### src/rtl/mem_request_unit_pkg.sv
`default_nettype none
// ============================================================================
// Module   : mem_request_unit_pkg
// Brief    : Shared types and helpers for the memory request unit.
// Revision : 1.0 - initial release
// ============================================================================
package mem_request_unit_pkg;

    typedef enum logic [1:0] {
        IDLE   = 2'd0,
        FETCH  = 2'd1,
        DREQ   = 2'd2,
        HALTED = 2'd3
    } reqstate_t;

    typedef enum logic {
        OP_LOAD  = 1'b0,
        OP_STORE = 1'b1
    } memop_t;

    // Counter width able to hold 0..limit, never narrower than one bit.
    function automatic int unsigned ctr_width(input int unsigned limit);
        return (limit < 1) ? 1 : $clog2(limit + 1);
    endfunction

endpackage
`default_nettype wire

### src/rtl/mem_request_unit_if.sv
`default_nettype none
// ============================================================================
// Module   : mem_request_unit_if
// Brief    : Core-side / memory-side signal bundle of the memory request unit.
// Revision : 1.0 - initial release
// ============================================================================
interface mem_request_unit_if #(
    parameter int unsigned WORD_W = 32
);
    logic              ihit;
    logic              dhit;
    logic              halt;
    logic              dren_in;
    logic              dwen_in;
    logic [WORD_W-1:0] daddr_in;
    logic [WORD_W-1:0] dstore_in;
    logic              imemREN;
    logic              dmemREN;
    logic              dmemWEN;
    logic [WORD_W-1:0] dmemaddr;
    logic [WORD_W-1:0] dmemstore;
    logic              pc_en;
    logic              busy;
    logic              timeout_err;

    modport master (
        input  ihit, dhit, halt, dren_in, dwen_in, daddr_in, dstore_in,
        output imemREN, dmemREN, dmemWEN, dmemaddr, dmemstore, pc_en, busy, timeout_err
    );

    modport slave (
        output ihit, dhit, halt, dren_in, dwen_in, daddr_in, dstore_in,
        input  imemREN, dmemREN, dmemWEN, dmemaddr, dmemstore, pc_en, busy, timeout_err
    );
endinterface
`default_nettype wire

### src/rtl/mem_request_unit_timeout.sv
`default_nettype none
// ============================================================================
// Module   : mem_request_unit_timeout
// Brief    : Saturating stall counter with a sticky over-limit flag.
// Revision : 1.0 - initial release
// ============================================================================
module mem_request_unit_timeout
    import mem_request_unit_pkg::*;
#(
    parameter int unsigned TIMEOUT_CYC = 255
) (
    input  logic CLK,
    input  logic nRST,
    input  logic i_clear,
    input  logic i_enable,
    output logic o_timeout_err
);

    generate
        if (TIMEOUT_CYC == 0) begin : g_disabled
            wire w_unused_ctl = &{1'b0, CLK, nRST, i_clear, i_enable};
            assign o_timeout_err = 1'b0;
        end else begin : g_enabled
            localparam int unsigned             c_cnt_w = ctr_width(TIMEOUT_CYC);
            localparam logic [c_cnt_w-1:0]      c_limit = c_cnt_w'(TIMEOUT_CYC);

            logic [c_cnt_w-1:0] r_count;
            logic               r_err;

            // The flag is set on the edge that brings the count to the limit.
            always_ff @(posedge CLK or negedge nRST) begin
                if (!nRST) begin
                    r_count <= '0;
                    r_err   <= 1'b0;
                end else if (i_clear) begin
                    r_count <= '0;
                end else if (i_enable) begin
                    if (r_count != c_limit) begin
                        r_count <= r_count + 1'b1;
                    end
                    if (r_count == c_limit - 1'b1) begin
                        r_err <= 1'b1;
                    end
                end
            end

            assign o_timeout_err = r_err;
        end
    endgenerate

endmodule
`default_nettype wire

### src/rtl/mem_request_unit.sv
`default_nettype none
// ============================================================================
// Module   : mem_request_unit
// Brief    : Sequences instruction fetch and data load/store requests.
// Revision : 1.0 - initial release
// ============================================================================
module mem_request_unit
    import mem_request_unit_pkg::*;
#(
    parameter int unsigned WORD_W      = 32,
    parameter int unsigned TIMEOUT_CYC = 255,
    parameter bit          HOLD_ADDR   = 1'b1
) (
    input  logic               CLK,
    input  logic               nRST,
    mem_request_unit_if.master ruif
);

    reqstate_t         r_state;
    reqstate_t         w_next_state;
    memop_t            r_op;
    logic [WORD_W-1:0] r_addr;
    logic [WORD_W-1:0] r_store;
    logic              w_is_mem;
    logic              w_capture;
    logic              w_stall;

    assign w_is_mem  = ruif.dren_in | ruif.dwen_in;
    assign w_capture = (r_state == FETCH) & ruif.ihit & ~ruif.halt & w_is_mem;
    assign w_stall   = (r_state == DREQ) & ~ruif.dhit;

    always_ff @(posedge CLK or negedge nRST) begin
        if (!nRST) begin
            r_state <= IDLE;
        end else begin
            r_state <= w_next_state;
        end
    end

    always_comb begin
        w_next_state = r_state;
        case (r_state)
            IDLE:    w_next_state = FETCH;
            FETCH: begin
                if (ruif.ihit) begin
                    if (ruif.halt) begin
                        w_next_state = HALTED;
                    end else if (w_is_mem) begin
                        w_next_state = DREQ;
                    end
                end
            end
            DREQ: begin
                if (ruif.dhit) begin
                    w_next_state = FETCH;
                end
            end
            HALTED:  w_next_state = HALTED;
            default: w_next_state = IDLE;
        endcase
    end

    always_comb begin
        ruif.imemREN = 1'b0;
        ruif.dmemREN = 1'b0;
        ruif.dmemWEN = 1'b0;
        ruif.pc_en   = 1'b0;
        ruif.busy    = 1'b0;
        case (r_state)
            FETCH: begin
                ruif.imemREN = 1'b1;
                ruif.pc_en   = ruif.ihit & ~ruif.halt & ~w_is_mem;
            end
            DREQ: begin
                ruif.dmemREN = (r_op == OP_LOAD);
                ruif.dmemWEN = (r_op == OP_STORE);
                ruif.busy    = 1'b1;
                ruif.pc_en   = ruif.dhit;
            end
            default: ;
        endcase
    end

    // A store request takes priority when both load and store are decoded.
    always_ff @(posedge CLK or negedge nRST) begin
        if (!nRST) begin
            r_op    <= OP_LOAD;
            r_addr  <= '0;
            r_store <= '0;
        end else if (w_capture) begin
            r_op    <= ruif.dwen_in ? OP_STORE : OP_LOAD;
            r_addr  <= ruif.daddr_in;
            r_store <= ruif.dstore_in;
        end
    end

    generate
        if (HOLD_ADDR) begin : g_hold
            assign ruif.dmemaddr  = r_addr;
            assign ruif.dmemstore = r_store;
        end else begin : g_pass
            wire w_unused_latch = ^{r_addr, r_store};
            assign ruif.dmemaddr  = ruif.daddr_in;
            assign ruif.dmemstore = ruif.dstore_in;
        end
    endgenerate

    mem_request_unit_timeout #(
        .TIMEOUT_CYC (TIMEOUT_CYC)
    ) u_timeout (
        .CLK           (CLK),
        .nRST          (nRST),
        .i_clear       (w_capture),
        .i_enable      (w_stall),
        .o_timeout_err (ruif.timeout_err)
    );

endmodule
`default_nettype wire

### src/flat_wrapper.sv
// flat-port wrapper written by rule: the top's interface ports become plain ports
module mem_request_unit_flat import mem_request_unit_pkg::*;
#(
    parameter int unsigned WORD_W      = 32,
    parameter int unsigned TIMEOUT_CYC = 255,
    parameter bit          HOLD_ADDR   = 1'b1
)
  (CLK, nRST, ruif_ihit, ruif_dhit, ruif_halt, ruif_dren_in, ruif_dwen_in, ruif_daddr_in, ruif_dstore_in, ruif_imemREN, ruif_dmemREN, ruif_dmemWEN, ruif_dmemaddr, ruif_dmemstore, ruif_pc_en, ruif_busy, ruif_timeout_err);
  mem_request_unit_if #(.WORD_W(WORD_W)) ruif_i ();
  input  logic CLK;
  input  logic nRST;
  input wire logic [$bits(ruif_i.ihit)-1:0] ruif_ihit;
  input wire logic [$bits(ruif_i.dhit)-1:0] ruif_dhit;
  input wire logic [$bits(ruif_i.halt)-1:0] ruif_halt;
  input wire logic [$bits(ruif_i.dren_in)-1:0] ruif_dren_in;
  input wire logic [$bits(ruif_i.dwen_in)-1:0] ruif_dwen_in;
  input wire logic [$bits(ruif_i.daddr_in)-1:0] ruif_daddr_in;
  input wire logic [$bits(ruif_i.dstore_in)-1:0] ruif_dstore_in;
  output wire logic [$bits(ruif_i.imemREN)-1:0] ruif_imemREN;
  output wire logic [$bits(ruif_i.dmemREN)-1:0] ruif_dmemREN;
  output wire logic [$bits(ruif_i.dmemWEN)-1:0] ruif_dmemWEN;
  output wire logic [$bits(ruif_i.dmemaddr)-1:0] ruif_dmemaddr;
  output wire logic [$bits(ruif_i.dmemstore)-1:0] ruif_dmemstore;
  output wire logic [$bits(ruif_i.pc_en)-1:0] ruif_pc_en;
  output wire logic [$bits(ruif_i.busy)-1:0] ruif_busy;
  output wire logic [$bits(ruif_i.timeout_err)-1:0] ruif_timeout_err;
  assign ruif_i.ihit = ruif_ihit;
  assign ruif_i.dhit = ruif_dhit;
  assign ruif_i.halt = ruif_halt;
  assign ruif_i.dren_in = ruif_dren_in;
  assign ruif_i.dwen_in = ruif_dwen_in;
  assign ruif_i.daddr_in = ruif_daddr_in;
  assign ruif_i.dstore_in = ruif_dstore_in;
  assign ruif_imemREN = ruif_i.imemREN;
  assign ruif_dmemREN = ruif_i.dmemREN;
  assign ruif_dmemWEN = ruif_i.dmemWEN;
  assign ruif_dmemaddr = ruif_i.dmemaddr;
  assign ruif_dmemstore = ruif_i.dmemstore;
  assign ruif_pc_en = ruif_i.pc_en;
  assign ruif_busy = ruif_i.busy;
  assign ruif_timeout_err = ruif_i.timeout_err;
  mem_request_unit #(.WORD_W(WORD_W), .TIMEOUT_CYC(TIMEOUT_CYC), .HOLD_ADDR(HOLD_ADDR)) u_core (.CLK(CLK), .nRST(nRST), .ruif(ruif_i));
endmodule
### config.mk
export PLATFORM = sky130hd
export DESIGN_NAME = mem_request_unit_flat
export DESIGN_NICKNAME = d
export VERILOG_FILES = /design/src/rtl/mem_request_unit_pkg.sv /design/src/rtl/mem_request_unit_if.sv /design/src/rtl/mem_request_unit_timeout.sv /design/src/rtl/mem_request_unit.sv /design/src/flat_wrapper.sv
export SDC_FILE = /design/constraint.sdc
export NUM_CORES = 1
export LEC_CHECK = 0
export ABC_CLOCK_PERIOD_IN_PS = 2300
export CAP_MARGIN = 20
export CORE_ASPECT_RATIO = 1.5
export CORE_MARGIN = 4
export CORE_UTILIZATION = 43
export DETAILED_ROUTE_END_ITERATION = 8
export PLACE_DENSITY = 0.77
export SKIP_CTS_REPAIR_TIMING = 1
export SYNTH_ARGS = -nofsm -noshare
export SYNTH_HDL_FRONTEND = slang
export SYNTH_HIERARCHICAL = 1
export SYNTH_SLANG_ARGS = --single-unit
### constraint.sdc
create_clock -name CLK -period 2.3 [get_ports CLK]
set_input_delay 0.575 -clock CLK [delete_from_list [all_inputs] [get_ports CLK]]
set_output_delay 0.575 -clock CLK [all_outputs]
set_load 0.005 [all_outputs]
==> metrics.txt <==
# TYPE chip_impl_metric gauge
chip_impl_info{name="run_status",value="finished, final reports clean"} 1
chip_impl_metric{name="antennaDiodeCount",unit=""} 0
chip_impl_info{name="worst-setup-path-type",value="reg2out"} 1
chip_impl_info{name="worst_setup_path_end_kind",value="primary output"} 1
chip_impl_metric{name="grt_start_max_net_pins",unit=""} 35
chip_impl_metric{name="min_period",unit="ns"} 2.17
chip_impl_metric{name="cp_data_required_time",unit="ns"} 1.73
chip_impl_info{name="timing.critical_path.cells",value="inv_2 -> ha_1 -> and2_1 -> clkdlybuf4s50_1"} 1
chip_impl_metric{name="max_freq",unit="MHz"} 460
chip_impl_metric{name="fp.coreArea",unit="um2"} 7660
chip_impl_metric{name="placement_rows",unit=""} 39
chip_impl_metric{name="critical_path.max_stage_delay",unit="ns"} 0.50
chip_impl_metric{name="dieArea",unit="um2"} 9420
chip_impl_info{name="critical-path-top-delay-family",value="buffers and inverters"} 1
chip_impl_metric{name="route.detailed.wl_per_inst",unit="um"} 17.1
chip_impl_info{name="r2r_start",value="u_core/r_state[0]"} 1
chip_impl_metric{name="worst_skew_pair.late_latency",unit="ns"} 0.32
chip_impl_metric{name="antenna_found_initial",unit=""} 0
chip_impl_info{name="rsz0062_at_grt",value="false"} 1
chip_impl_info{name="layout.cells.most_common",value="sky130_fd_sc_hd__clkdlybuf4s50_1"} 1
chip_impl_metric{name="cts.sinks",unit=""} 76
chip_impl_info{name="critPathLaunch",value="u_core/r_state[0]"} 1
chip_impl_metric{name="io_buffers",unit=""} 140
chip_impl_info{name="clk_root_buffer_cell",value="sky130_fd_sc_hd__clkbuf_16"} 1
chip_impl_metric{name="synth.lib_cells_used.distinct",unit=""} 35
chip_impl_metric{name="place.gp.congestion",unit=""} 0.782
chip_impl_metric{name="hold_viol",unit=""} 0
chip_impl_metric{name="initial_core_util",unit=""} 0.444
chip_impl_metric{name="detail_route.iter0.violations",unit=""} 87
chip_impl_metric{name="max-vdd-ir-drop",unit="uV"} 518
chip_impl_metric{name="drt_drc_violations_left",unit=""} 0
chip_impl_metric{name="fin_skew",unit="ns"} 0.00398
chip_impl_info{name="tritoncts",value="built"} 1
chip_impl_metric{name="cts-htree-levels",unit=""} 3
chip_impl_metric{name="groute.usage.overall",unit=""} 0.180
chip_impl_metric{name="vias_per_cell",unit=""} 4.85
chip_impl_metric{name="critical_path_buf_inv_count",unit=""} 2
chip_impl_metric{name="place_area",unit="um2"} 4960
chip_impl_metric{name="ioPinCount",unit=""} 141
chip_impl_metric{name="setup_viol",unit=""} 0
chip_impl_info{name="mostFrequentLayoutCells",value="sky130_fd_sc_hd__clkdlybuf4s50_1, sky130_fd_sc_hd__dfrtp_1, sky130_fd_sc_hd__mux2_4"} 1
chip_impl_metric{name="cap_viol_max_count",unit=""} 0
chip_impl_info{name="worstSetupStartpointType",value="flop"} 1
chip_impl_metric{name="grt_pass1_wl",unit="um"} 12700
chip_impl_metric{name="syn_to_final_growth",unit="%"} 55.2
chip_impl_metric{name="reg2reg_slack",unit="ns"} 0.46
chip_impl_info{name="hold_path.class",value="in2async"} 1
chip_impl_metric{name="synth_warnings",unit=""} 6
chip_impl_metric{name="antenna_left",unit=""} 0
chip_impl_metric{name="final.setup.tns",unit="ns"} 0
chip_impl_metric{name="synth.ff_latch_count",unit=""} 76
chip_impl_metric{name="transition_time_at_the_pin_with_the_least_slew_margin",unit="ns"} 0.403
chip_impl_metric{name="syn_avg_cell_area",unit="um2"} 15.3
chip_impl_metric{name="final_cell_area",unit="um2"} 5270
chip_impl_metric{name="post-route-period-util",unit=""} 0.946
chip_impl_metric{name="netlist_instances",unit=""} 222
chip_impl_metric{name="postRouteWirelength",unit="um"} 8210
chip_impl_metric{name="reg2reg_depth",unit=""} 6
chip_impl_metric{name="grt_pass1_vias",unit=""} 2514
chip_impl_metric{name="post_synth_instance_area",unit="um2"} 3400
chip_impl_metric{name="power.density_cell_area",unit="nW/um2"} 1160
chip_impl_metric{name="drive_above_1_share",unit=""} 0.280
chip_impl_metric{name="p_leak",unit="nW"} 2.45
chip_impl_metric{name="final.fill_count",unit=""} 552
chip_impl_metric{name="finish.net_count",unit=""} 453
chip_impl_metric{name="globalRouteOverflowTotal",unit=""} 0
chip_impl_metric{name="die_width",unit="um"} 80.6
chip_impl_metric{name="synth_fp_nets",unit=""} 300
chip_impl_metric{name="routed-via-count",unit=""} 2335
chip_impl_metric{name="critical_path_arrival",unit="ns"} 1.60
chip_impl_metric{name="path_clk_slew",unit="ns"} 0.05
chip_impl_metric{name="hpwl",unit="um"} 6460
chip_impl_metric{name="die-height",unit="um"} 117
chip_impl_info{name="r2r_end",value="u_core/u_timeout/g_enabled.r_count[5]"} 1
chip_impl_metric{name="max_slew_margin",unit=""} 0.731
chip_impl_metric{name="report.final.slew_viol_count",unit=""} 0
chip_impl_metric{name="numCtsBuffers",unit=""} 9
chip_impl_metric{name="finish.utilization",unit=""} 0.688
chip_impl_metric{name="timing.critical_path.fanout_max",unit=""} 3
chip_impl_metric{name="synth-seq-area-share",unit=""} 0.560
chip_impl_metric{name="clockBufferDepth",unit=""} 2
chip_impl_metric{name="drt_pass1_iterations",unit=""} 4
chip_impl_info{name="critical_path.slowest_cell",value="sky130_fd_sc_hd__clkdlybuf4s50_1"} 1
-- state kept, by name, indices dropped and copies added, names as in the netlist --
signal / count
u_core/ruif.dmemaddr: 32
u_core/r_state: 2
u_core/r_op: 1
u_core/u_timeout/o_timeout_err: 1
u_core/ruif.dmemstore: 32
u_core/u_timeout/g_enabled.r_count: 8
-- per-stage QoR --
step / std cells / total power [mW] / setup WS (ns) / hold WS, ns
global placement: 465 / 4.70 / -0.164 / 0.461
finish: 481 / 6.11 / 0.125 / 0.177
detailed placement: 465 / 4.80 / -0.202 / 0.454
CTS: 480 / 6.21 / -0.215 / 0.187
floorplan: 222 / 3.26 / 0.383 / 0.279
global route: 481 / 6.47 / 0.0371 / 0.202
-- power by group --
part	total (mW)	internal (mW)	switching (mW)
Sequential	2.32	1.96	0.367
Clock	1.36	0.861	0.500
Combinational	2.42	1.75	0.671
-- layer usage --
layer / global-route usage / up-vias / routed length (um)
met1: 0.195 / 1144 / 2930
met5: 0 / - / 0
met4: 0.0654 / 0 / 144
li1: - / 1092 / -
met2: 0.329 / 90 / 4530
met3: 0.0559 / 9 / 609
-- synthesized netlist by cell type --
library cell / count / area, um2
sky130_fd_sc_hd__ha_1: 7 / 87.6
sky130_fd_sc_hd__or2_0: 1 / 6.26
sky130_fd_sc_hd__buf_4: 1 / 7.51
sky130_fd_sc_hd__and3_4: 2 / 22.5
sky130_fd_sc_hd__nand2_1: 2 / 7.51
sky130_fd_sc_hd__nand3_1: 3 / 15.0
sky130_fd_sc_hd__nor2b_1: 5 / 31.3
sky130_fd_sc_hd__dfrtp_1: 76 / 1900
sky130_fd_sc_hd__a221oi_2: 1 / 15.0
sky130_fd_sc_hd__mux2_1: 1 / 11.3
sky130_fd_sc_hd__nor4_1: 1 / 6.26
sky130_fd_sc_hd__buf_2: 3 / 15.0
sky130_fd_sc_hd__nor2_2: 1 / 6.26
sky130_fd_sc_hd__mux2i_1: 2 / 20.0
sky130_fd_sc_hd__o31ai_4: 1 / 21.3
sky130_fd_sc_hd__a21oi_1: 2 / 10.0
sky130_fd_sc_hd__clkbuf_1: 1 / 3.75
sky130_fd_sc_hd__nand4_1: 3 / 18.8
sky130_fd_sc_hd__o41ai_1: 1 / 8.76
sky130_fd_sc_hd__nor2b_4: 1 / 13.8
sky130_fd_sc_hd__a41oi_1: 1 / 8.76
sky130_fd_sc_hd__a211oi_1: 5 / 37.5
sky130_fd_sc_hd__nor2_1: 7 / 26.3
sky130_fd_sc_hd__nand3_2: 1 / 10.0
sky130_fd_sc_hd__a32oi_1: 1 / 8.76
sky130_fd_sc_hd__a31oi_1: 1 / 6.26
sky130_fd_sc_hd__a311oi_2: 1 / 15.0
sky130_fd_sc_hd__buf_6: 5 / 56.3
sky130_fd_sc_hd__and2_1: 1 / 6.26
sky130_fd_sc_hd__nand3b_4: 1 / 20.0
sky130_fd_sc_hd__mux2_4: 40 / 601
sky130_fd_sc_hd__mux2_2: 27 / 304
sky130_fd_sc_hd__nand4b_1: 1 / 8.76
sky130_fd_sc_hd__nor3_1: 3 / 15.0
sky130_fd_sc_hd__inv_1: 12 / 45.0
-- area by class of cell --
cell class,instances,area [um2],share of cell area
Sequential cell,76,1900,0.361
Timing Repair Buffer,152,1530,0.290
Multi-Input combinational cell,124,1370,0.261
Clock buffer,11,243,0.0460
Tap cell,102,128,0.0242
Clock inverter,4,50.0,0.00949
Inverter,12,45.0,0.00854
-- how the worst max path moves through the flow --
stage          depth (start not counted)                                    end
2_1_floorplan                          9  u_core/u_timeout/g_enabled.r_count[0]
3_3_place_gp                           5                             ruif_pc_en
3_5_place_dp                           5                             ruif_pc_en
4_1_cts                                5                             ruif_pc_en
5_1_grt                                3                           ruif_imemREN
6_report                               4                           ruif_dmemWEN
-- logic make-up after synthesis --
logic type	synth area share
AO/OA/AOI/OAI	0.0387
adder cells (fa/ha/maj)	0.0258
buffers and inverters	0.0376
flip-flops	0.560
multiplexers	0.275
AND/OR/NAND/NOR	0.0630
Power figures use the tool's default switching activity.
==> variant 1: new RTL, same flow settings <==
Reset style: synchronous (`nRST`), changed in 3 clocked blocks.
--- a/src/rtl/mem_request_unit_timeout.sv
+++ b/src/rtl/mem_request_unit_timeout.sv
@@ -28,7 +28,7 @@
             logic               r_err;
 
             // The flag is set on the edge that brings the count to the limit.
-            always_ff @(posedge CLK or negedge nRST) begin
+            always_ff @(posedge CLK) begin
                 if (!nRST) begin
                     r_count <= '0;
                     r_err   <= 1'b0;
--- a/src/rtl/mem_request_unit.sv
+++ b/src/rtl/mem_request_unit.sv
@@ -29,7 +29,7 @@
     assign w_capture = (r_state == FETCH) & ruif.ihit & ~ruif.halt & w_is_mem;
     assign w_stall   = (r_state == DREQ) & ~ruif.dhit;
 
-    always_ff @(posedge CLK or negedge nRST) begin
+    always_ff @(posedge CLK) begin
         if (!nRST) begin
             r_state <= IDLE;
         end else begin
@@ -82,7 +82,7 @@
     end
 
     // A store request takes priority when both load and store are decoded.
-    always_ff @(posedge CLK or negedge nRST) begin
+    always_ff @(posedge CLK) begin
         if (!nRST) begin
             r_op    <= OP_LOAD;
             r_addr  <= '0;
Behaviour: differs if nRST is asserted again (counterexample within 4 cycles, from zero or initial values and one cycle with nRST low); with nRST held inactive, the same outputs for 10 cycles.
==> variant 1 against the unedited design <==
Sequential cell count unchanged; core utilization shrank 1.0 points; worst setup slack better by 0.0066 ns; clock skew up 0.0012 ns; wire length fell by 0.62%; area after synthesis down 2.8%; final area decreased by 5.2%.
Power is not compared: it rests on default switching activity, and its combinational part moved more than twofold at a synthesized area within 25%.
==> variant 1: results (changes against the unedited design) <==
| Metric | Value |
|---|---|
| Iter 0 DRT Violations | `141 (+62%)` |
| Number of port buffers | `140 (unchanged)` |
| Worst VDD drop | `0.421 mV` |
| Initial antenna violation count | `0 (unchanged)` |
| Worst reg2reg setup slack | `0.57 ns (+0.11 ns)` |
| Clk root buf | `clkbuf_8` |
| Share of cells above drive strength 1 | `0.0699 (-0.210)` |
| Worst Tran Pin Value | `0.357 ns (-0.0461 ns)` |
| GRT Total Usage | `0.180 (about the same)` |
| Hold path cells | `2` |
| Crit path launch | `u_core/r_state[1]$_SDFFE_PN0P_` |
| 1st-pass router iterations | `4 (unchanged)` |
| Total wire length | `8.16 mm (-0.62%)` |
| Nets | `575 (+27%)` |
| Min-delay src | `u_core/ruif.dmemaddr[8]$_SDFFE_PN0P_` |
| Reg clk slew, reported paths | `0.07 ns (+0.02 ns)` |
| Depth of the CTS H-tree | `3 (unchanged)` |
| Place WS | `-0.183 ns (+0.0184 ns)` |
| Hold Path End | `u_core/ruif.dmemaddr[8]$_SDFFE_PN0P_` |
| HPWL Detailed | `6.12 mm (-5.2%)` |
| First-pass GRT wire length | `13.1 mm (+3.7%)` |
| P_leak | `around 1.8 nW` |
| Syn. warnings | `6 (unchanged)` |
| Clock Latency Late Sink | `0.34 ns (+0.02 ns)` |
| RD Place Congestion | `0.807 (+3.2%)` |
| Synth async-reset ratio | `0 (-1.00)` |
| Via/cell ratio | `4.77 (-1.7%)` |
| Top FF cell, synth | `dfxtp_1` |
| Top cells by area, synth | `dfxtp_1 46%, mux2i_1 20%, nand2_1 15%` |
| Status | `completed` |
| Skew final | `0.00522 ns (+0.00125 ns)` |
| Synth unique cells | `36 (+2.9%)` |
| Crit Path Max Fanout | `5 (+2)` |
| HP Class | `flop to flop` |
| Vias in the first global route | `2896 (+15%)` |
| Register area share after synthesis | `0.461 (-0.0989)` |
| Commonest cells post-synth | `135 x nand2_1, 76 x dfxtp_1, 66 x mux2i_1` |
| Req. time, crit path | `1.73 ns (about the same)` |
| Largest net degree at the start of global routing | `61 (+74%)` |
| N_diodes | `0 (unchanged)` |
| Syn nets | `439 (+46%)` |
| Total CTS buffers | `9 (unchanged)` |
| Layout fillers | `613 (+11%)` |
| Reg-to-Reg End | `u_core/u_timeout/g_enabled.r_count[7]$_SDFFE_PP0P_` |
| Clk buf depth | `2 (unchanged)` |
| Reg2reg path depth | `6 (unchanged)` |
## variant 1: cell count changes after synthesis, moves of 9 or more
cell | before | now
clkbuf_1 | 1 | 10
dfxtp_1 | 0 | 76
nand2_1 | 2 | 135
mux2_4 | 40 | 0
dfrtp_1 | 76 | 0
mux2_2 | 27 | 0
mux2i_1 | 2 | 66
## variant 1: worst max-delay path, stage by stage, from the launching register on
cell and delay [ns]:
dfxtp_1 0.40, ha_1 0.22, nor2b_1 0.13, clkdlybuf4s50_1 0.51
## variant 1: per-layer routing
layer	track usage	share of wire
met4	0.0734	0.022
met3	0.0588	0.074
met5	0	0
met2	0.325	0.52
met1	0.190	0.38
## variant 1: cell families (layout without fill, tap and decap cells)
logic type / count (synthesis) / in the layout / synth area share
flops: 76 / 76 / 0.461
fa+ha+maj: 7 / 7 / 0.0265
mux: 66 / 66 / 0.200
xor+xnor: 2 / 2 / 0.00531
buf+inv: 31 / 171 / 0.0584
simple gates: 162 / 162 / 0.207
compound gates: 17 / 17 / 0.0421
## variant 1: power breakdown
group,internal (mW),switching (mW),total [mW]
registers,1.42,0.0703,1.49
clock network,0.663,0.463,1.13
logic,0.479,0.328,0.806
## variant 1: how the worst max path moves through the flow
stage               slack (ns)  cells after the start                                            endpoint
floorplan                 0.56                      7  u_core/u_timeout/g_enabled.r_count[2]$_SDFFE_PP0P_
global placement         -0.18                      5                                          ruif_pc_en
detailed placement       -0.18                      5                                          ruif_pc_en
CTS                      -0.19                      5                                          ruif_pc_en
global route              0.01                      4                                        ruif_dmemREN
finish                    0.13                      3                                        ruif_dmemREN
## variant 1: area by class of cell
type | count | area share
multi-input cells | 254 | 0.319
clock inverters | 4 | 0.0145
repair buffers | 149 | 0.301
well taps | 100 | 0.0250
flip-flops and latches | 76 | 0.305
clock buffers | 11 | 0.0303
inverters | 7 | 0.00526
## variant 1: per-stage QoR
stage | cell area, um2 | instances | hold slack [ns]
global placement | 4770 | 586 | 0.441
global route | 5000 | 601 | 0.472
floorplan | 3300 | 361 | 0.451
detailed placement | 4770 | 586 | 0.445
CTS | 4990 | 601 | 0.460
finish | 5000 | 601 | 0.457
==> variant 2: new RTL, config.mk and constraints unchanged <==
Without the edit above. `TIMEOUT_CYC` is set to 255 in 3 places; all go to 510.
--- a/src/rtl/mem_request_unit_timeout.sv
+++ b/src/rtl/mem_request_unit_timeout.sv
@@ -7,7 +7,7 @@
 module mem_request_unit_timeout
     import mem_request_unit_pkg::*;
 #(
-    parameter int unsigned TIMEOUT_CYC = 255
+    parameter int unsigned TIMEOUT_CYC = 510
 ) (
     input  logic CLK,
     input  logic nRST,
--- a/src/rtl/mem_request_unit.sv
+++ b/src/rtl/mem_request_unit.sv
@@ -8,7 +8,7 @@
     import mem_request_unit_pkg::*;
 #(
     parameter int unsigned WORD_W      = 32,
-    parameter int unsigned TIMEOUT_CYC = 255,
+    parameter int unsigned TIMEOUT_CYC = 510,
     parameter bit          HOLD_ADDR   = 1'b1
 ) (
     input  logic               CLK,
--- a/src/flat_wrapper.sv
+++ b/src/flat_wrapper.sv
@@ -2,7 +2,7 @@
 module mem_request_unit_flat import mem_request_unit_pkg::*;
 #(
     parameter int unsigned WORD_W      = 32,
-    parameter int unsigned TIMEOUT_CYC = 255,
+    parameter int unsigned TIMEOUT_CYC = 510,
     parameter bit          HOLD_ADDR   = 1'b1
 )
   (CLK, nRST, ruif_ihit, ruif_dhit, ruif_halt, ruif_dren_in, ruif_dwen_in, ruif_daddr_in, ruif_dstore_in, ruif_imemREN, ruif_dmemREN, ruif_dmemWEN, ruif_dmemaddr, ruif_dmemstore, ruif_pc_en, ruif_busy, ruif_timeout_err);
Behaviour: no difference found for any inputs over 10 cycles, from zero or initial values and one cycle with nRST low; that may be too few to reach the edited logic, so the function may still have changed.
==> variant 2 against the unedited design <==
Power shrank 0.70%; via count increased by 1.2%; wire length shrank 0.66%; maximum frequency decreased by 2.4%; sequential power about the same; worst setup slack lost 0.053 ns; area after synthesis up 1.3%; non-clock buffer count down 4; sequential cell count grew 1; final area hardly changed.
==> variant 2: results (changes against the unedited design) <==
| Metric | Value |
|---|---|
| Status | `completed` |
| Routed met3 length | `707 um (+16%)` |
| Met2 wire len | `4.29 mm (-5.4%)` |
| Worst VDD drop | `0.794 mV (+53%)` |
| Min Hold Slack | `0.212 ns (+0.0346 ns)` |
| Iter 0 DRT Violations | `78 (-10%)` |
| Nets | `451 (-0.44%)` |
| Register area share after synthesis | `0.560 (about the same)` |
| HPWL Detailed | `6.23 mm (-3.5%)` |
| Syn nets | `302 (+0.67%)` |
| 1st-pass router iterations | `4 (unchanged)` |
| Worst Tran Pin Value | `0.493 ns (+0.0893 ns)` |
| Top FF cell, synth | `dfrtp_1` |
| Commonest cells post-synth | `77 x dfrtp_1, 40 x mux2_4, 26 x mux2_2` |
| Largest net degree at the start of global routing | `42 (+20%)` |
| WL per Instance | `17.1 um (about the same)` |
| N_diodes | `0 (unchanged)` |
| CP max-delay cell | `clkdlybuf4s50_1` |
| Post-Synth Adder-Cell Area | `0.0291 (+0.00331)` |
| Synth unique cells | `42 (+20%)` |
| Layout fillers | `626 (+13%)` |
| RD Place Congestion | `0.716 (-8.5%)` |
| Vias after detailed routing | `2362 (+1.2%)` |
| Share of cells above drive strength 1 | `0.269 (-0.0111)` |
| Skew final | `0.00454 ns (+0.000562 ns)` |
| First-pass GRT wire length | `12.7 mm (+0.38%)` |
| P_leak | `2.49 nW (+1.6%)` |
| Synth async-reset ratio | `1.00 (unchanged)` |
| Mux cell area share after synthesis | `0.269 (-0.00678)` |
| Top delay family on crit path | `buffers and inverters` |
| Met1 wire length | `2.99 mm (+2.1%)` |
| Post-synthesis compound-gate area fraction | `0.0458 (+0.00714)` |
| Vias in the first global route | `2558 (+1.8%)` |
| Clock Latency Late Sink | `0.32 ns (about the same)` |
| Grt total ovfl | `0 (unchanged)` |
| GRT Total Usage | `0.177 (-0.00350)` |
| Arrival time worst endpoint | `1.65 ns (+0.05 ns)` |
| Launching point of the worst reg2reg path | `u_core/r_state[1]$_DFFE_PN0P_` |
| Crit Path Max Fanout | `4 (+1)` |
| Top cells by area, synth | `dfrtp_1 56%, mux2_4 17%, mux2_2 8.5%` |
| Reg-to-Reg End | `u_core/u_timeout/o_timeout_err$_DFFE_PN0P_` |
| Worst reg2reg setup slack | `0.53 ns (+0.07 ns)` |
variant 2: cell types whose count changed after synthesis, sizes merged, moves of 2 or more:
cell / unedited run / this run
nand3: 4 / 2
inv: 12 / 9
and4: 0 / 3
a211oi: 5 / 2
o211a: 0 / 2
o21ai: 0 / 3
a21oi: 2 / 5
nor3: 3 / 1
variant 2: logic make-up after synthesis:
| logic type | count (synthesis) |
|---|---|
| muxes | 69 |
| DFF | 77 |
| AOI/OAI and AO/OA | 19 |
| and+or+nand+nor | 31 |
| buffers and inverters | 19 |
| adders and majority gates | 8 |
variant 2: worst max path at each step:
stage | start | end | slack (ns) | cells past startpoint
floorplan | ruif_dwen_in | u_core/u_timeout/g_enabled.r_count[3]$_DFFE_PN0P_ | 0.43 | 8
global placement | ruif_ihit | ruif_pc_en | -0.16 | 5
detailed placement | ruif_ihit | ruif_pc_en | -0.20 | 5
CTS | ruif_ihit | ruif_pc_en | -0.22 | 5
global route | u_core/r_state[0]$_DFFE_PN0P_ | ruif_dmemWEN | 0.009 | 4
finish | u_core/r_state[0]$_DFFE_PN0P_ | ruif_dmemWEN | 0.07 | 4
variant 2: cell type report:
type	instances	share of cell area
tap	102	0.0242
inverter	9	0.00641
clock buffer	11	0.0442
timing repair buffer	148	0.285
clock inverter	4	0.00950
multi-input combinational	127	0.265
sequential	77	0.366
variant 2: layer usage:
layer  up-vias  global-route usage
met4         0              0.0613
met2       102               0.309
met5         -                   0
li1       1097                   -
met1      1148               0.185
met3        15              0.0735
variant 2: worst register-to-register path, stage by stage (launching register included):
cell and delay, ns:
dfrtp_1 0.41, inv_1 0.11, ha_1 0.29, nand3b_4 0.15
inv_1 0.30, inv_1 0.17, a41o_2 0.23
variant 2: report_power, final:
group	total (mW)	internal [mW]	switching [mW]
combinational	2.41	1.75	0.661
sequential	2.32	1.97	0.356
clock	1.33	0.832	0.503
total	6.06	4.54	1.52
variant 2: stage by stage:
step	area [um2]	cells	utilization	total power, mW	worst slack (ns)
6_report	5270	478	0.683	6.06	0.0720
5_1_grt	5270	478	0.683	6.41	0.00912
4_1_cts	5260	478	0.682	6.16	-0.215
3_5_place_dp	4980	463	0.645	4.78	-0.201
3_3_place_gp	4980	463	0.645	4.68	-0.163
2_1_floorplan	3440	223	-	3.25	0.425
